[config.mk]
export PLATFORM = sky130hd
export DESIGN_NAME = fetch_stage
export DESIGN_NICKNAME = d
export VERILOG_FILES = /design/src/rtl/fetch_stage.sv
export SDC_FILE = /design/constraint.sdc
export NUM_CORES = 1
export LEC_CHECK = 0
export CAP_MARGIN = 5
export CELL_PAD_IN_SITES_DETAIL_PLACEMENT = 1
export CELL_PAD_IN_SITES_GLOBAL_PLACEMENT = 1
export CORE_ASPECT_RATIO = 2
export CORE_MARGIN = 5
export CORE_UTILIZATION = 35
export CTS_BUF_LIST = sky130_fd_sc_hd__clkbuf_8
export DETAILED_ROUTE_END_ITERATION = 16
export GPL_TIMING_DRIVEN = 0
export HOLD_SLACK_MARGIN = 0.06
export PLACE_DENSITY_LB_ADDON = 0.1
export SKIP_LAST_GASP = 1
export SLEW_MARGIN = 10
export SYNTH_ARGS = -nofsm -noshare
export SYNTH_HDL_FRONTEND = slang
export SYNTH_SLANG_ARGS = --single-unit
[constraint.sdc]
create_clock -name clk -period 2.5 [get_ports clk]
set_input_delay 0.5 -clock clk [delete_from_list [all_inputs] [get_ports clk]]
set_output_delay 0.5 -clock clk [all_outputs]
set_load 0.02 [all_outputs]
[src/rtl/fetch_stage.sv]
// fetch_stage: instruction fetch with IF/ID pipeline register.
// FSM: BOOT (one idle cycle after reset), FETCH (normal), DRAIN (waits out
// an outstanding request after a redirect so its data can be dropped).
// Optional macro FETCH_STALL_CNT_EN adds a saturating stall_cycles counter.
module fetch_stage #(
    parameter int             N        = 32,
    parameter logic [N-1:0]   RESET_PC = 32'h0000_0000
) (
    input  logic         clk,
    input  logic         reset,
    input  logic         pcWrite,
    input  logic         write_IFID,
    input  logic         branch_taken,
    input  logic [N-1:0] branch_target,
    output logic         imem_req,
    output logic [N-1:0] imem_addr,
    input  logic         imem_ready,
    input  logic [N-1:0] imem_rdata,
    output logic [N-1:0] pc_IFID,
    output logic [N-1:0] instr_IFID,
    output logic         valid_IFID
`ifdef FETCH_STALL_CNT_EN
    ,
    output logic [31:0]  stall_cycles
`endif
);

    localparam logic [N-1:0] NOP = N'(32'h0000_0013);

    typedef enum logic [1:0] {BOOT, FETCH, DRAIN} state_t;

    state_t       state, stateNext;
    logic [N-1:0] pc, pcNext;
    logic [N-1:0] redirectPc, redirectNext;
    logic [N-1:0] pcIfidNext, instrIfidNext;
    logic         validIfidNext;

    // State register
    always_ff @(posedge clk) begin
        if (reset) state <= BOOT;
        else       state <= stateNext;
    end

    // Next-state, PC/redirect and IF/ID next values, memory request outputs
    always_comb begin
        stateNext     = state;
        pcNext        = pc;
        redirectNext  = redirectPc;
        pcIfidNext    = pc_IFID;
        instrIfidNext = instr_IFID;
        validIfidNext = valid_IFID;
        imem_req      = (state != BOOT);
        // pc only moves on a completed or discarded beat, so the address
        // stays stable while a request is outstanding (DRAIN shows old pc)
        imem_addr     = pc;
        case (state)
            BOOT: stateNext = FETCH;  // any late imem_ready is ignored here
            FETCH: begin
                if (branch_taken) begin
                    // redirect beats stalls: bubble regardless of write_IFID
                    instrIfidNext = NOP;
                    validIfidNext = 1'b0;
                    if (imem_ready) begin
                        pcNext = branch_target;
                    end else begin
                        redirectNext = branch_target;
                        stateNext    = DRAIN;
                    end
                end else if (imem_ready) begin
                    if (write_IFID) begin
                        pcIfidNext    = pc;
                        instrIfidNext = imem_rdata;
                        validIfidNext = 1'b1;
                    end
                    if (pcWrite) pcNext = pc + N'(4);
                end else if (write_IFID) begin
                    instrIfidNext = NOP;
                    validIfidNext = 1'b0;
                end
            end
            DRAIN: begin
                instrIfidNext = NOP;
                validIfidNext = 1'b0;
                if (branch_taken) redirectNext = branch_target;
                if (imem_ready) begin
                    // returned data belongs to the squashed path; latest target wins
                    pcNext    = branch_taken ? branch_target : redirectPc;
                    stateNext = FETCH;
                end
            end
            default: stateNext = BOOT;
        endcase
    end

    // PC, redirect target and IF/ID pipeline registers
    always_ff @(posedge clk) begin
        if (reset) begin
            pc         <= RESET_PC;
            redirectPc <= RESET_PC;
            pc_IFID    <= '0;
            instr_IFID <= NOP;
            valid_IFID <= 1'b0;
        end else begin
            pc         <= pcNext;
            redirectPc <= redirectNext;
            pc_IFID    <= pcIfidNext;
            instr_IFID <= instrIfidNext;
            valid_IFID <= validIfidNext;
        end
    end

`ifdef FETCH_STALL_CNT_EN
    logic stallEvent;
    assign stallEvent = (state == DRAIN) ||
                        ((state == FETCH) && (!pcWrite || !imem_ready));

    // Saturating count of cycles in which fetch made no forward progress
    always_ff @(posedge clk) begin
        if (reset)
            stall_cycles <= '0;
        else if (stallEvent && (stall_cycles != 32'hFFFF_FFFF))
            stall_cycles <= stall_cycles + 32'd1;
    end
`endif

endmodule

* Word-level counts from Yosys, hierarchy flattened *
Index checks and enable logic that the tools add are counted.

cells by class
  add/subtract/negate cells = 1
  multipliers = 0
  divide/modulo/power cells = 0
  order comparisons = 0
  equality and inequality tests = 8
  shift operators = 0
  mux-type cells = 24
  bitwise logic cells = 1
  reductions and logical operators = 8

operators with widths
  kind                   number
  $mux 32                12
  $pmux 32 s2            3
  $add 32x3->32 const B  1
  $ne 2x2->1 const B     4
  $reduce_and 4->1       2
  $mux 2                 3
  $ne 3x3->1 const B     2
  $pmux 2 s3             1
  $reduce_and 3->1       2
  $mux 1                 4
  $reduce_bool 2->1      2
  $eq 2x1->1 const B     1
  $eq 2x2->1 const B     1
  $logic_not 2->1        1
  $pmux 1 s2             1
  $reduce_and 2->1       1
  $not 1->1              1

word-level totals
  bits in registers = 131
  latch bits = 0
  bits in writable memories = 0
  ROM bits = 0
  input port bits = 70
  word-level logic and storage cells = 48
  memories kept = 0

* Depth between registers and ports, before layout *
  word-level depth = 5
  gate-level depth with buffers = 8
  mapped depth without buffers = 6

* Worst setup path before layout *
Ideal clock, no wire load.

  path kind = register to register
  start point = reg pc[2], in the netlist imem_addr[2]
  end point = reg pc[26], in the netlist imem_addr[26]
  setup time = 74 ps
  data arrival time = 1986 ps
  data required time = 2426 ps
  slack = 440 ps
  stages on the path, launching flop included = 9
  path through = dfxtp_1 ha_1 and4_1 buf_2 and3_1 buf_6 nand4_2 or4_1 a31oi_1

on the way
  longest elaborated chain between the ends = 5

ends and longest elaborated chain
  what                    line  text
  from (decl)             33    logic [N-1:0] pc, pcNext;
  from (signal assigned)  104   pc <= pcNext;
  $add 32x3->32           75    if (pcWrite) pcNext = pc + N'(4);
  $mux 32                 75
  $mux 32                 69    end else if (imem_ready) begin
  $mux 32                 59    if (branch_taken) begin
  $pmux 32 s2             56    case (state)

No other way between the ends. The select of a mux whose other input is x is not followed.
A chain may end at the register's enable or synchronous reset.

* Worst setup path after layout *
  start point = reg state[0]
  end point = reg pc[31], in the netlist imem_addr[31]

on the way
  longest elaborated chain between the ends = 3
  elaborated cells between the ends (all ways) = 8

ends and longest elaborated chain
  what                                             line  text
  from (decl)                                      32    state_t state, stateNext;
  from (signal assigned)                           41    else state <= stateNext;
  $eq 2x1->1 / $eq 2x2->1 (equally long branches)  56
  $ne 3x3->1 (no line) (tied with other cells)     --
  $reduce_and 4->1 (no line)                       --

Several ways; a longest one is shown, not always the timed one.

==> flow_summary.ini <==
[timing]
slew_headroom_pct = 38.48
min_period_ps = 2413
timing.hold.ws_ps = 458.3
tns_ps = 0
rsz0062_at_grt = true
final_max_slew_viol_count = 0
worst_pin_slew_ps = 917.8
finalHoldViolations = 0
period_share_pct = 96.53
clock.fmax_mhz = 414.4
setup_viol = 0
finClkSkew_ps = 12.82

[cells_and_area]
area_delta_synth_final_pct = 38.68
nets = 1029
n_antenna_cell = 0
fin_cells = 1178
drive_above_1_share_pct = 6.282
utilization_pct = 49.07

[synth]
synth.distinct_cells = 57
async_flop_share_pct = 0
synth_top_area_share_pct = 44.43
synth_common_cells = 195 x nand2_1, 131 x dfxtp_1, 97 x a21oi_1
ys_seq_elements = 131
yosysSeqAreaShare_pct = 44.43
netlist_instances = 773
synth_top_area_cell = dfxtp_1
netlist_area_mm2 = 0.005903
synth.area.top_cells = dfxtp_1 44%, nand2_1 12%, a21oi_1 8.2%, a22oi_1 4.2%, o21ai_0 3.4%
synth_edf_count = 0
yosysWarningCount = 0
yosysMostFrequentCell = nand2_1
synthesis.nets = 844
synth_flop_cell = dfxtp_1
syn_area_per_cell_um2 = 7.637

[placed_design]
dp.cells = 1146
io_buffers = 166
routabilityCongestion = 0.9138
place.detailed.hpwl_um = 19370

[routing]
ant_nets = 0
drtIter0Drc = 251
vias_per_cell = 5.586
dr_wl_met3_um = 1314
drt_wl_total_um = 24760
met2_length_um = 13710
wl_per_cell_um = 21.02
routed.top_layer = met4
met1_length_um = 8528
drcViolationCount = 0
firstDrtPassIters = 7
routed-via-count = 6580

[clock_network]
ctsHtreeMaxLevel = 4
ctsLongestPathBuffers = 2
cts_tree = yes
clockRootBuffer = clkbuf_8
cts_inserted_buffers = 17
cts.sinks = 131
holdBufCountCts = 0
clk_latency_ps = 470
clk_pin_slew_worst_paths_ps = 90

[global_route]
grt_max_degree = 17
grt_pass1_wl_um = 38130
grt_antenna_before_repair = 0
grt_pass1_vias = 7061
grt-ovfl-total = 0
grtUsageTotal_pct = 25.10

[hold_path]
min_path_type = flop to flop
min_from = redirectPc[15]

[critical_path]
start_kind = flop
arrival_ps = 2730
cp-startpoint = state[0]
crit_type = flop to flop
crit_path_end_kind = flop
cp.required_ps = 2820
r2r-start = state[0]
path_max_fanout = 10

[floorplan]
num_rows = 67
die_y_um = 193.7
dieWidth_um = 101.8
initial_core_util_pct = 35.39
num_io_pins = 168
core_region_area_mm2 = 0.01668
die_area_mm2 = 0.01972

[power]
powerDensity_mw_per_mm2 = 547.7
power_leakage_uw = 0.002734
peakVddDrop_mv = 0.3464
total_power_uw = 4484

[flow_run]
maxCapViolCount = 0

[status]
status = complete, no violations
## metal layers
layer | vias to the layer above | GRT usage, %
li1 | 3081 | -
met1 | 3196 | 24.62
met2 | 238 | 47.23
met3 | 65 | 5.077
met4 | 0 | 13.48
met5 | - | 0
## state kept, by name (all words and copies together) (netlist names)
| signal | cells |
|---|---|
| state | 2 |
| imem_addr | 32 |
| redirectPc | 32 |
| instr_IFID | 32 |
| valid_IFID | 1 |
| pc_IFID | 32 |
## worst max-delay path, cell delays in order, from the launching register on
cell,delay (ps)
dfxtp_1,390
nand2b_1,180
buf_4,200
nand2b_1,100
clkbuf_1,370
clkbuf_1,560
nor2_1,210
nand4_1,140
o211ai_1,110
## cells by family (layout without fill, tap and decap cells)
logic type	Yosys count	count (layout)	share of synthesized area, %
adder cells (fa/ha/maj)	1	1	0.2119
AND/OR/NAND/NOR	345	345	26.35
buffers and inverters	71	269	5.150
flip-flops	131	131	44.43
AO/OA/AOI/OAI	213	213	21.73
multiplexers	12	12	2.141
## power by group
part / leakage [uW] / total (uW) / internal, uW / switching (uW)
clock: 0.000171 / 1650 / 730 / 919
sequential: 0.00106 / 2210 / 2140 / 67.4
combinational: 0.00150 / 626 / 264 / 362
## area by class of cell
class                           count  area (um^2)
Fill cell                        2090         8496
Multi-Input combinational cell    571         2988
Sequential cell                   131         2623
Timing Repair Buffer              166         1662
Buffer                             63        276.5
Clock buffer                       19        261.5
Tap cell                          207        259.0
Clock inverter                     13        87.58
Inverter                            8        30.03
## worst paths after layout
| kind | endpoint | slack, ps | cells after the start |
|---|---|---|---|
| max | imem_addr[31] | 90 | 8 |
| min | redirectPc[15] | 460 | 2 |
| max reg2reg | imem_addr[31] | 90 | 8 |
| min reg2reg | redirectPc[15] | 460 | 2 |
## through the flow
stage / cell area (um^2) / setup slack, ps
after floorplan: 5903 / 439.9
after global placement: 7824 / -268.8
after detailed placement: 7824 / -388.3
after CTS: 8173 / 37.76
after global routing: 8187 / -10.94
final: 8187 / 86.84
## repair_timing
item / 4_1_cts / 5_1_grt
setup endpoints to repair: 0 / 9
setup buffers: 0 / 0
gates resized for setup: 0 / 6
## cell usage in the layout, fill, tap and decap left out, drive strengths merged, types with 5 or more instances in the layout
cell,netlist,routed
nand2,195,195
clkdlybuf4s50,0,166
dfxtp,131,131
a21oi,97,97
clkbuf,47,66
nor2,53,53
o21ai,42,42
a22oi,33,33
nand3,19,19
nand4,16,16
buf,16,16
a31oi,11,11
inv,7,9
nor3,9,9
nand2b,8,8
mux2i,7,7
and4,7,7
and3,7,7
clkinv,1,7
or4,6,6
nor2b,6,6
nor4,6,6
mux2,5,5
o32ai,5,5
clkinvlp,0,5
(Power assumes the default switching activity.)
